--- src/rtl/fifo_param.sv ---
// Parametrised single-clock FIFO with a separate occupancy counter, programmable
// almost-full/almost-empty thresholds, sticky overflow/underflow flags and a
// choice of registered or first-word-fall-through read data.
module fifo_param #(
    parameter int WIDTH    = 8,
    parameter int DEPTH    = 8,
    parameter int AF_LEVEL = DEPTH - 2,
    parameter int AE_LEVEL = 2,
    parameter int FWFT     = 0
) (
    input  logic                     clk,
    input  logic                     reset,
    input  logic                     push,
    input  logic                     pop,
    input  logic [WIDTH-1:0]         din,
    output logic [WIDTH-1:0]         dout,
    output logic                     full,
    output logic                     empty,
    output logic                     almost_full,
    output logic                     almost_empty,
    output logic [$clog2(DEPTH):0]   count,
    output logic                     overflow,
    output logic                     underflow,
    input  logic                     clr_err
);

    localparam int AW = $clog2(DEPTH);
    localparam int CW = AW + 1;

    localparam logic [CW-1:0] DEPTH_C = CW'(DEPTH);
    localparam logic [CW-1:0] AF_C    = CW'(AF_LEVEL);
    // A threshold at or above DEPTH simply means "always almost empty".
    localparam logic [CW-1:0] AE_C    = (AE_LEVEL >= DEPTH) ? DEPTH_C : CW'(AE_LEVEL);

    // Reject configurations the pointer arithmetic and flag logic cannot support.
    if (DEPTH < 2 || (DEPTH & (DEPTH - 1)) != 0) begin : g_bad_depth
        $error("fifo_param: DEPTH must be a power of two and at least 2");
    end
    if (AF_LEVEL > DEPTH || AF_LEVEL < 0) begin : g_bad_af
        $error("fifo_param: AF_LEVEL must lie in 0..DEPTH");
    end

    logic [WIDTH-1:0] mem_q [DEPTH];
    logic [AW-1:0]    wptr_q, wptr_d;
    logic [AW-1:0]    rptr_q, rptr_d;
    logic [CW-1:0]    count_q, count_d;
    logic             ovf_q, ovf_d;
    logic             unf_q, unf_d;
    logic             push_ok, pop_ok;

    // Flags come straight from the registered occupancy.
    assign empty        = (count_q == '0);
    assign full         = (count_q == DEPTH_C);
    assign almost_full  = (count_q >= AF_C);
    assign almost_empty = (count_q <= AE_C);
    assign count        = count_q;
    assign overflow     = ovf_q;
    assign underflow    = unf_q;

    // A pop frees a slot in the same cycle, so a full FIFO can still accept a push alongside it.
    assign pop_ok  = pop && !empty;
    assign push_ok = push && (!full || pop_ok);

    // Next-state for pointers, occupancy and sticky error flags.
    always_comb begin
        wptr_d  = wptr_q;
        rptr_d  = rptr_q;
        count_d = count_q;
        ovf_d   = ovf_q;
        unf_d   = unf_q;

        if (push_ok) wptr_d = wptr_q + 1'b1;
        if (pop_ok)  rptr_d = rptr_q + 1'b1;

        case ({push_ok, pop_ok})
            2'b10:   count_d = count_q + 1'b1;
            2'b01:   count_d = count_q - 1'b1;
            default: count_d = count_q;
        endcase

        // A new error event takes priority over a clear in the same cycle.
        if (clr_err)           ovf_d = 1'b0;
        if (push && !push_ok)  ovf_d = 1'b1;
        if (clr_err)           unf_d = 1'b0;
        if (pop && !pop_ok)    unf_d = 1'b1;
    end

    // Control state register; reset discards all stored words at once.
    always_ff @(posedge clk or posedge reset) begin
        if (reset) begin
            wptr_q  <= '0;
            rptr_q  <= '0;
            count_q <= '0;
            ovf_q   <= 1'b0;
            unf_q   <= 1'b0;
        end else begin
            wptr_q  <= wptr_d;
            rptr_q  <= rptr_d;
            count_q <= count_d;
            ovf_q   <= ovf_d;
            unf_q   <= unf_d;
        end
    end

    // Storage array; contents are left untouched by reset.
    always_ff @(posedge clk) begin
        if (push_ok) mem_q[wptr_q] <= din;
    end

    if (FWFT != 0) begin : g_fwft
        // Head word is presented as soon as it exists; zero while empty.
        always_comb begin
            dout = '0;
            if (!empty) dout = mem_q[rptr_q];
        end
    end else begin : g_reg
        logic [WIDTH-1:0] dout_q, dout_d;

        // Output register loads the head word only on an accepted pop.
        always_comb begin
            dout_d = dout_q;
            if (pop_ok) dout_d = mem_q[rptr_q];
        end

        // Registered read data, cleared by reset and held between pops.
        always_ff @(posedge clk or posedge reset) begin
            if (reset) dout_q <= '0;
            else       dout_q <= dout_d;
        end

        assign dout = dout_q;
    end

endmodule

--- config.mk ---
export PLATFORM = sky130hd
export DESIGN_NAME = fifo_param
export DESIGN_NICKNAME = d
export VERILOG_FILES = /design/src/rtl/fifo_param.sv
export SDC_FILE = /design/constraint.sdc
export NUM_CORES = 1
export LEC_CHECK = 0
export BUFFER_PORTS_ARGS = -buffer_cell sky130_fd_sc_hd__clkbuf_2
export CAP_MARGIN = 10
export CORE_ASPECT_RATIO = 1.5
export CORE_MARGIN = 10
export CORE_UTILIZATION = 41
export CTS_CLUSTER_SIZE = 25
export DETAILED_ROUTE_END_ITERATION = 16
export PLACE_DENSITY = 0.56
export REMOVE_ABC_BUFFERS = 1
export SLEW_MARGIN = 0
export SYNTH_ARGS = -nofsm -noshare
export SYNTH_HDL_FRONTEND = slang
export SYNTH_SLANG_ARGS = --single-unit
--- constraint.sdc ---
create_clock -name clk -period 6.9 [get_ports clk]
set_input_delay 1.38 -clock clk [delete_from_list [all_inputs] [get_ports clk]]
set_output_delay 1.38 -clock clk [all_outputs]
set_load 0.005 [all_outputs]
==> flow_metrics.tcl <==
set metrics [dict create \
    status "complete, no violations" \
    path_buf_inv 2 \
    synthTopCellsByArea "edfxtp_1, dfrtp_1, mux2_2, mux2i_1, a221o_1" \
    ys_types 40 \
    area_growth_syn_to_layout_pct 15.3 \
    port_buffers 30 \
    start_util_pct 42.1 \
    ys_ff_latch 84 \
    rsz0062_at_grt "false" \
    ant_nets 0 \
    critPathLaunch "pop" \
    worstSetupPathType "in -> reg" \
    worstSetupStartpointType "input pin" \
    ir_worst_vdd_uv 245 \
    clk_pin_slew_worst_paths_ps 60 \
    post_cts_resized 0 \
    clockRootBuffer "clkbuf_16" \
    fmax_mhz 288 \
    wirelength_um 6740 \
    hold_viol 0 \
    numCtsBuffers 9 \
    drv_slew 0 \
    syn_area_mm2 0.00356 \
    final_layout_size_suffix_gt1_share_pct 28.8 \
    gp_congestion 0.685 \
    avgSynthCellArea_um2 15.4 \
    grt_util_all_layers_pct 11.3 \
    ctsHoldBuffers 0 \
    min_from "dout[0]$_DFFE_PP0P_" \
    final_cell_mix "edfxtp_1, clkbuf_2, dfrtp_1, nand2_1" \
    synthCells 231 \
    cp_slowest_stage_delay_ps 400 \
    fillers 756 \
    fin_crit_ps 3480 \
    die_width_um 96.1 \
    n_antenna_cell 0 \
    period_share_pct 50.4 \
    cp_max_fo 20 \
    min-delay-path-class "reg -> reg" \
    pre_cts_ws_ps 3060 \
    setup_ws_ps 3420 \
    p_leak_nw 1.57 \
    crit_family "compound AO/OA/AOI/OAI gates" \
    cpMaxStageDelayCell "or2_2" \
    grt_remaining_overflow 0 \
    yosys_warnings 0 \
    final_common_cell "edfxtp_1" \
    die_y_um 134 \
    cp-end-kind "flop" \
    drt_iter0_drc 118 \
    fp.coreArea_mm2 0.00846 \
    cts_tree "done" \
    routed_via_density 5.14 \
    clock-sinks 84 \
    clockBufferDepth 2 \
    first_pass_iters 4 \
    vias 1921 \
    antenna_found_initial 0 \
    grt_max_degree 35 \
    setup_violations 0 \
    r2r-start "count[0]$_DFFE_PP0P_" \
    grt_pass1_wl_um 10600 \
    h-tree-depth 3 \
    drcViolationCount 0 \
    tightest_slew_ps 906 \
    detail_route.wl_per_cell_um 18.0 \
    ys_seq_area_share_pct 68.0 \
    crit_chain "clkbuf_2 -> o21ai_2 -> or2_2 -> inv_1 -> ha_1 -> a21o_1 -> a21oi_1 -> mux2_2 -> a211o_1" \
    yosys.area.top_type "edfxtp_1" \
    fp-row-count 41 \
    top_level_ports 31 \
    first_global_vias 2011 \
    cp.arrival_ps 3690 \
    critPathRequiredTime_ps 7120 \
    synth_top_area_share_pct 54.0 \
    cts_setup_buffers 0 \
    p_per_area_mw_per_mm2 432 \
    drv_cap 0 \
    setup_tns_ps 0 \
    num-nets-final 280 \
    insertion_delay_ps 330 \
    hpwl_um 4470 \
    clock_skew_ps 6.65 \
    relSlewSlack_pct 39.4 \
    die_area_mm2 0.0129 \
]
-- cells in the mapped netlist, drive strengths merged --
cell    number
ha           4
fa           1
a211oi       1
nand2       20
nand2b       6
or2          2
dfrtp       20
o21a         1
or4b         1
nor3         3
xnor2        4
xor2         2
inv          8
mux2        19
a221o        8
or3          1
o22ai       10
nor2b        1
a211o        1
a31oi        1
o21ai       11
nor4b        1
buf         11
mux2i       17
nor2         9
a21oi        2
edfxtp      64
a21o         2
-- tightest hold or removal path, stage by stage, from the launching register on --
cell	delay, ps
dfrtp_1	340
nand2_1	50
o21ai_1	60
-- report_power, final --
group          leakage (nW)  switching, mW  internal, mW
logic                 0.590          0.273         0.243
clock network         0.161          0.184         0.352
registers             0.823         0.0718         0.653
-- flip-flops by register name, indices dropped and copies added, names as in the netlist --
register,flops
count,4
underflow,1
mem_q,64
wptr_q,3
dout,8
overflow,1
rptr_q,3
-- metal layers --
layer | vias to the layer above | GRT usage (%) | share of wire, %
met4 | 0 | 4.44 | 1.0
met5 | - | 0 | 0
met3 | 4 | 3.13 | 4.4
li1 | 925 | - | -
met1 | 950 | 12.4 | 40
met2 | 42 | 19.6 | 55
-- final cells by class --
| type | instances | area [um2] | share of cell area, % |
|---|---|---|---|
| clock buffer | 9 | 225 | 5.48 |
| multi-input combinational | 128 | 1020 | 24.9 |
| clock inverter | 7 | 115 | 2.80 |
| tap | 107 | 134 | 3.26 |
| sequential | 84 | 2420 | 59.0 |
| timing repair buffer | 31 | 158 | 3.84 |
| inverter | 8 | 30.0 | 0.731 |
-- per-stage QoR --
step	power [mW]	cell area (um2)	hold WS, ps	util, %	instances
after floorplan	1.09	3470	479	-	220
after global placement	1.26	3770	471	44.5	358
after detailed placement	1.27	3770	478	44.5	358
after CTS	1.81	4110	491	48.5	374
after global routing	1.89	4110	519	48.5	374
final	1.78	4110	480	48.5	374
-- final timing paths --
check	endpoint	slack, ps	cells past startpoint
worst max register to register	count[3]$_DFFE_PP0P_	3490	9
worst max-delay path	count[3]$_DFFE_PP0P_	3420	9
max in group asynchronous	count[3]$_DFFE_PP0P_	5160	2
worst min-delay path	dout[0]$_DFFE_PP0P_	480	2
min in group asynchronous	wptr_q[1]$_DFFE_PP0P_	1200	2
worst min register to register	dout[0]$_DFFE_PP0P_	480	2
-- logic make-up after synthesis --
| group | share of synthesized area (%) |
|---|---|
| DFF | 68.0 |
| and+or+nand+nor | 6.15 |
| AOI/OAI and AO/OA | 8.01 |
| muxes | 10.9 |
| buffers and inverters | 3.51 |
| xor gates and xnor gates | 1.48 |
| adders and majority gates | 1.97 |
(Power assumes the default switching activity.)
